`src/rtl/commit_trace_queue_pkg.sv`:
```
// Shared types and helpers for the commit trace queue.
// - commit_rec_t : one complete writeback commit record
// - lead_ones()  : length of the contiguous run of set valid bits from lane 0
package commit_trace_queue_pkg;

    localparam int unsigned XLEN     = 64;
    localparam int unsigned MaxNport = 2;

    typedef struct packed {
        logic [XLEN-1:0] pc;
        logic [31:0]     instr;
        logic            wen;
        logic [4:0]      wdest;
        logic [XLEN-1:0] wdata;
        logic            skip;
    } commit_rec_t;

    // Lanes after the first clear bit are ignored, so only the leading run counts.
    function automatic logic [1:0] lead_ones(input logic [MaxNport-1:0] valid);
        if (!valid[0]) begin
            return 2'd0;
        end else if (!valid[1]) begin
            return 2'd1;
        end else begin
            return 2'd2;
        end
    endfunction

endpackage

```
`src/rtl/commit_trace_queue_if.sv`:
```
// Bus between writeback (master) and the commit trace queue (slave).
// Push side : push_valid, push_rec -> push_ready
// Control   : retire_en, flush
// Commit    : commit_valid, commit_rec (registered)
// Status    : count, cycle_cnt, instr_cnt, overflow
interface commit_trace_queue_if #(
    parameter int unsigned NPORT = 1,
    parameter int unsigned DEPTH = 8
);
    import commit_trace_queue_pkg::*;

    logic [NPORT-1:0]               push_valid;
    commit_rec_t [NPORT-1:0]        push_rec;
    logic                           push_ready;
    logic                           retire_en;
    logic                           flush;
    logic [NPORT-1:0]               commit_valid;
    commit_rec_t [NPORT-1:0]        commit_rec;
    logic [$clog2(DEPTH+1)-1:0]     count;
    logic [63:0]                    cycle_cnt;
    logic [63:0]                    instr_cnt;
    logic                           overflow;

    modport master (
        output push_valid, push_rec, retire_en, flush,
        input  push_ready, commit_valid, commit_rec, count, cycle_cnt, instr_cnt, overflow
    );

    modport slave (
        input  push_valid, push_rec, retire_en, flush,
        output push_ready, commit_valid, commit_rec, count, cycle_cnt, instr_cnt, overflow
    );

endinterface

```
`src/rtl/commit_trace_queue.sv`:
```
// In-order FIFO of commit records feeding the Difftest commit/trap probes.
// Accepts and emits up to NPORT records per cycle; outputs are registered.
// Ports:
//   clk   - clock
//   reset - asynchronous, active-high; clears all state
//   bus   - commit_trace_queue_if slave modport (push, retire, flush, commit, status)
module commit_trace_queue
    import commit_trace_queue_pkg::*;
#(
    parameter int unsigned NPORT = 1,
    parameter int unsigned DEPTH = 8
) (
    input logic                  clk,
    input logic                  reset,
    commit_trace_queue_if.slave  bus
);

    localparam int unsigned PW = $clog2(DEPTH);
    localparam int unsigned CW = $clog2(DEPTH + 1);

    commit_rec_t             mem_q [DEPTH];
    commit_rec_t             mem_d [DEPTH];
    logic [PW-1:0]           wr_ptr_q, wr_ptr_d;
    logic [PW-1:0]           rd_ptr_q, rd_ptr_d;
    logic [CW-1:0]           count_q, count_d;
    logic [NPORT-1:0]        commit_valid_q, commit_valid_d;
    commit_rec_t [NPORT-1:0] commit_rec_q, commit_rec_d;
    logic [63:0]             cycle_cnt_q, cycle_cnt_d;
    logic [63:0]             instr_cnt_q, instr_cnt_d;
    logic                    overflow_q, overflow_d;

    logic                    push_ready;
    logic                    any_push;
    logic [MaxNport-1:0]     valid_ext;
    logic [CW-1:0]           n_push;
    logic [CW-1:0]           n_pop;
    logic [CW-1:0]           avail;

    // Free space is judged on the current occupancy only; a same-cycle pop does not help.
    assign push_ready = (count_q <= CW'(DEPTH - NPORT));

    always_comb begin
        valid_ext              = '0;
        valid_ext[NPORT-1:0]   = bus.push_valid;
        any_push               = |bus.push_valid;
        n_push = (any_push && push_ready && !bus.flush) ? CW'(lead_ones(valid_ext)) : '0;
        avail  = (count_q < CW'(NPORT)) ? count_q : CW'(NPORT);
        n_pop  = (bus.retire_en && !bus.flush) ? avail : '0;

        mem_d = mem_q;
        for (int i = 0; i < NPORT; i++) begin
            if (CW'(i) < n_push) begin
                mem_d[wr_ptr_q + PW'(i)] = bus.push_rec[i];
            end
        end

        // Lanes not emitted keep their old record fields; only valid drops.
        for (int i = 0; i < NPORT; i++) begin
            commit_valid_d[i] = (CW'(i) < n_pop);
            commit_rec_d[i]   = commit_valid_d[i] ? mem_q[rd_ptr_q + PW'(i)] : commit_rec_q[i];
        end

        if (bus.flush) begin
            wr_ptr_d = '0;
            rd_ptr_d = '0;
            count_d  = '0;
        end else begin
            wr_ptr_d = wr_ptr_q + PW'(n_push);
            rd_ptr_d = rd_ptr_q + PW'(n_pop);
            count_d  = count_q + n_push - n_pop;
        end

        overflow_d  = overflow_q | (any_push & ~push_ready);
        cycle_cnt_d = cycle_cnt_q + 64'd1;

        // Credit records in the cycle they are presented on the commit lanes.
        instr_cnt_d = instr_cnt_q;
        for (int i = 0; i < NPORT; i++) begin
            instr_cnt_d = instr_cnt_d + 64'(commit_valid_q[i]);
        end
    end

    always_ff @(posedge clk or posedge reset) begin
        if (reset) begin
            for (int i = 0; i < DEPTH; i++) begin
                mem_q[i] <= '0;
            end
            wr_ptr_q       <= '0;
            rd_ptr_q       <= '0;
            count_q        <= '0;
            commit_valid_q <= '0;
            commit_rec_q   <= '0;
            cycle_cnt_q    <= '0;
            instr_cnt_q    <= '0;
            overflow_q     <= 1'b0;
        end else begin
            mem_q          <= mem_d;
            wr_ptr_q       <= wr_ptr_d;
            rd_ptr_q       <= rd_ptr_d;
            count_q        <= count_d;
            commit_valid_q <= commit_valid_d;
            commit_rec_q   <= commit_rec_d;
            cycle_cnt_q    <= cycle_cnt_d;
            instr_cnt_q    <= instr_cnt_d;
            overflow_q     <= overflow_d;
        end
    end

    assign bus.push_ready   = push_ready;
    assign bus.commit_valid = commit_valid_q;
    assign bus.commit_rec   = commit_rec_q;
    assign bus.count        = count_q;
    assign bus.cycle_cnt    = cycle_cnt_q;
    assign bus.instr_cnt    = instr_cnt_q;
    assign bus.overflow     = overflow_q;

endmodule

```
`src/flat_wrapper.sv`:
```
// flat-port wrapper written by rule: the top's interface ports become plain ports
module commit_trace_queue_flat import commit_trace_queue_pkg::*;
#(
    parameter int unsigned NPORT = 1,
    parameter int unsigned DEPTH = 8
)
  (clk, reset, bus_push_valid, bus_push_rec, bus_retire_en, bus_flush, bus_push_ready, bus_commit_valid, bus_commit_rec, bus_count, bus_cycle_cnt, bus_instr_cnt, bus_overflow);
  commit_trace_queue_if #(.NPORT(NPORT), .DEPTH(DEPTH)) bus_i ();
  input logic clk;
  input logic reset;
  input wire logic [$bits(bus_i.push_valid)-1:0] bus_push_valid;
  input wire logic [$bits(bus_i.push_rec)-1:0] bus_push_rec;
  input wire logic [$bits(bus_i.retire_en)-1:0] bus_retire_en;
  input wire logic [$bits(bus_i.flush)-1:0] bus_flush;
  output wire logic [$bits(bus_i.push_ready)-1:0] bus_push_ready;
  output wire logic [$bits(bus_i.commit_valid)-1:0] bus_commit_valid;
  output wire logic [$bits(bus_i.commit_rec)-1:0] bus_commit_rec;
  output wire logic [$bits(bus_i.count)-1:0] bus_count;
  output wire logic [$bits(bus_i.cycle_cnt)-1:0] bus_cycle_cnt;
  output wire logic [$bits(bus_i.instr_cnt)-1:0] bus_instr_cnt;
  output wire logic [$bits(bus_i.overflow)-1:0] bus_overflow;
  assign bus_i.push_valid = bus_push_valid;
  assign bus_i.push_rec = bus_push_rec;
  assign bus_i.retire_en = bus_retire_en;
  assign bus_i.flush = bus_flush;
  assign bus_push_ready = bus_i.push_ready;
  assign bus_commit_valid = bus_i.commit_valid;
  assign bus_commit_rec = bus_i.commit_rec;
  assign bus_count = bus_i.count;
  assign bus_cycle_cnt = bus_i.cycle_cnt;
  assign bus_instr_cnt = bus_i.instr_cnt;
  assign bus_overflow = bus_i.overflow;
  commit_trace_queue #(.NPORT(NPORT), .DEPTH(DEPTH)) u_core (.clk(clk), .reset(reset), .bus(bus_i));
endmodule
```
`config.mk`:
```
export PLATFORM = sky130hd
export DESIGN_NAME = commit_trace_queue_flat
export DESIGN_NICKNAME = d
export VERILOG_FILES = /design/src/rtl/commit_trace_queue_pkg.sv /design/src/rtl/commit_trace_queue_if.sv /design/src/rtl/commit_trace_queue.sv /design/src/flat_wrapper.sv
export SDC_FILE = /design/constraint.sdc
export NUM_CORES = 2
export LEC_CHECK = 0
export ABC_AREA = 0
export CORE_AREA = 2 2 538 540
export DETAILED_ROUTE_END_ITERATION = 8
export DIE_AREA = 0 0 540 542
export DONT_BUFFER_PORTS = 1
export SLEW_MARGIN = 30
export SYNTH_ARGS = -nofsm -noshare
export SYNTH_HDL_FRONTEND = slang
export SYNTH_SLANG_ARGS = --single-unit
```
`constraint.sdc`:
```
create_clock -name clk -period 55.3 [get_ports clk]
set_input_delay 5.53 -clock clk [delete_from_list [all_inputs] [get_ports clk]]
set_output_delay 5.53 -clock clk [all_outputs]
set_load 0.01 [all_outputs]
```
==> flow_metrics.py <==
metrics = {
    "placement": {
        "dp_slack_ns": 42.99,
        "port_buffers": 0,
        "hpwl_um": 103000,
        "gp_congestion": 0.806,
        "placedCellCount": 8149,
        "place_area_mm2": 0.0755,
    },
    "clock_network": {
        "path_clk_slew_ns": 0.06,
        "root_buffer": "clkbuf_16",
        "postCtsHoldBufs": 0,
        "post-cts-setup-buffers": 0,
        "h-tree-depth": 4,
        "clock_path_buffers": 4,
        "clkLatencyLatePin_ns": 0.83,
        "post_cts_resized": 0,
        "clock-sinks": 1643,
        "cts_tree": "done",
        "cts_made_buffers": 187,
    },
    "setup_path": {
        "reg2regPathDepth": 7,
        "cp_slowest_cell": "buf_4",
        "rrSetupSlack_ns": 50.26,
        "crit_chain": "inv_8 > buf_6 > buf_4 > buf_6 > buf_4 > buf_4 > buf_6 > buf_4",
        "slowest_delay_ns": 0.80,
        "critPathLaunchType": "input pin",
        "crit_path_max_fanout": 120,
        "worstPathRequired_ns": 56.14,
        "cpLargestDelayFamily": "buffers and inverters",
        "cpMostUsedCell": "buf_4",
        "crit_type": "in -> async",
        "arrival_ns": 11.23,
        "r2r_end": "u_core.bus.commit_rec[122]",
        "end_kind": "asynchronous set/reset pin",
        "cp_num_buf_inv": 8,
        "r2r-start": "u_core.rd_ptr_q[0]",
    },
    "floorplanning": {
        "core_mm2": 0.287,
        "die-area_mm2": 0.293,
        "start_util_pct": 24.9,
        "num_io_pins": 474,
        "die_h_um": 542,
        "chipWidth_um": 540,
        "row_count": 197,
    },
    "sta": {
        "setup_viol": 0,
        "rsz0062_at_grt": "no",
        "timing.final.crit_share_pct": 18.8,
        "fin_ws_ns": 44.91,
        "max_freq_ghz": 0.0962,
        "maxSlewHeadroom_pct": 36.7,
        "skew_ns": 0.0606,
        "worst_pin_slew_ns": 0.949,
        "hold_viol_final": 0,
        "slew_viol_final": 0,
        "whs_ns": 0.481,
        "fin_crit_ns": 10.39,
        "final.setup.tns_ns": 0,
    },
    "min_path": {
        "holdCritStartpoint": "u_core.mem_q[1133]",
        "whs_path_depth": 1,
        "hold_path_end": "u_core.mem_q[1133]",
        "hold_class": "reg -> reg",
    },
    "route": {
        "routed_wl_um": 170000,
        "detail_route.iter0.violations": 2023,
        "wl_per_cell_um": 20.1,
        "drtAntennaViolNets": 0,
        "vias_per_cell": 4.53,
        "drc": 0,
        "num_vias": 38500,
        "firstDrtPassIters": 4,
    },
    "layout": {
        "antenna_cells": 0,
        "stdcell_count": 8488,
        "nNetsFinal": 4742,
        "layout_common_cells": "1640 x dfrtp_1, 1272 x mux2_2, 334 x mux4_2, 223 x nor2_1, 188 x clkbuf_16",
        "final_common_cell": "dfrtp_1",
        "fin_area_mm2": 0.0817,
        "fin_util_pct": 28.5,
        "area_delta_synth_final_pct": 14.3,
        "layout-drive-gt1-share_pct": 42.9,
    },
    "synth": {
        "synth_xor_area_share_pct": 1.59,
        "ys_warn_count": 0,
        "syn_inst": 4566,
        "yosysSeqAreaShare_pct": 57.6,
        "synth_area_per_cell_um2": 15.6,
        "muxShareOfSynthArea_pct": 33.9,
        "synth_top_family_by_area": "multiplexers",
        "synth_simple_gate_area_share_pct": 3.15,
        "ys_ff_latch": 1643,
        "syn_nets": 4751,
        "synth_fa_ha_area_share_pct": 0.249,
        "ys_types": 41,
        "synth-compound-area-share_pct": 1.23,
        "synth_area_mm2": 0.0714,
    },
    "power_and_ir_drop": {
        "cellLeakagePower_nw": 35.6,
        "cellPowerDensity_mw_per_mm2": 41.7,
        "fin_total_pwr_mw": 3.41,
        "peakVddDrop_uv": 28.4,
    },
    "run": {
        "maxCapViolCount": 0,
    },
    "global_routing": {
        "grt_pass1_wl_um": 264000,
        "grt_usage_pct": 11.5,
        "grt_start_max_net_pins": 139,
        "grt_overflow": 0,
        "antenna_found_initial": 1,
        "grt_pass1_vias": 42300,
    },
    "run_status": {
        "status": "finished, final reports clean",
    },
}
==> layout make-up <==
| cell class | instances | area [um2] |
|---|---|---|
| clock inverter | 76 | 867 |
| sequential | 1643 | 41100 |
| timing repair buffer | 84 | 768 |
| tap | 3781 | 4730 |
| inverter | 27 | 109 |
| clock buffer | 263 | 5330 |
| fill | 28700 | 205000 |
| multi-input combinational | 2614 | 28800 |
==> cell usage after synthesis, drive strengths merged <==
| master | n | share of area [%] |
|---|---|---|
| xor2 | 69 | 0.85 |
| clkbuf | 63 | 0.33 |
| a31o | 1 | 0.012 |
| a21oi | 171 | 1.2 |
| nand4b | 1 | 0.021 |
| nor4 | 24 | 0.27 |
| nor4b | 1 | 0.012 |
| dfrtp | 1643 | 58 |
| nor3b | 4 | 0.070 |
| ha | 11 | 0.19 |
| inv | 27 | 0.14 |
| nand3 | 47 | 0.34 |
| and2 | 3 | 0.026 |
| and4 | 6 | 0.074 |
| a21o | 1 | 0.011 |
| mux2i | 167 | 2.3 |
| nor2b | 6 | 0.053 |
| buf | 219 | 1.8 |
| nor2 | 225 | 1.2 |
| mux4 | 334 | 11 |
| nor3 | 36 | 0.32 |
| and3 | 7 | 0.061 |
| and4b | 1 | 0.014 |
| nand4 | 37 | 0.37 |
| xnor2 | 61 | 0.75 |
| fa | 2 | 0.056 |
| o21ai | 1 | 0.0070 |
| mux2 | 1336 | 21 |
| nand2b | 5 | 0.044 |
| nand2 | 57 | 0.30 |
==> layer usage <==
metal / GRT usage, % / wire length, um
met1: 14.1 / 71900
met2: 19.4 / 82600
met3: 3.44 / 11300
met4: 3.44 / 4630
met5: 0 / 0
==> where the power goes <==
part | switching (mW) | total [mW] | internal [mW]
clock | 0.514 | 1.24 | 0.728
combinational | 0.258 | 0.568 | 0.309
sequential | 0.177 | 1.60 | 1.42
total | 0.950 | 3.41 | 2.46
==> logic make-up (layout without fill, tap and decap cells) <==
group           Yosys count  count (layout)
compound gates          174             174
flops                  1643            1643
xor+xnor                130             130
simple gates            460             460
fa+ha+maj                13              13
buf+inv                 309             450
mux                    1837            1837
==> flip-flops by register name (all words and copies together), names as in the netlist <==
| signal | flops |
|---|---|
| u_core.bus.commit_rec | 167 |
| u_core.bus.commit_valid | 1 |
| u_core.bus.count | 4 |
| u_core.bus.cycle_cnt | 64 |
| u_core.bus.instr_cnt | 64 |
| u_core.bus.overflow | 1 |
| u_core.mem_q | 1336 |
| u_core.rd_ptr_q | 3 |
| u_core.wr_ptr_q | 3 |
==> how the worst max path moves through the flow <==
| stage | endpoint | cells after the start | slack [ns] | start |
|---|---|---|---|---|
| 2_1_floorplan | u_core.bus.commit_rec[0] | 1 | 3.40 | reset |
| 3_3_place_gp | u_core.mem_q[28] | 8 | 43.33 | reset |
| 3_5_place_dp | u_core.mem_q[536] | 8 | 42.99 | reset |
| 4_1_cts | u_core.mem_q[1031] | 8 | 43.94 | reset |
| 5_1_grt | u_core.mem_q[528] | 8 | 43.96 | reset |
| 6_report | u_core.mem_q[528] | 8 | 44.91 | reset |
No activity file was read; power rests on OpenSTA's default activity.
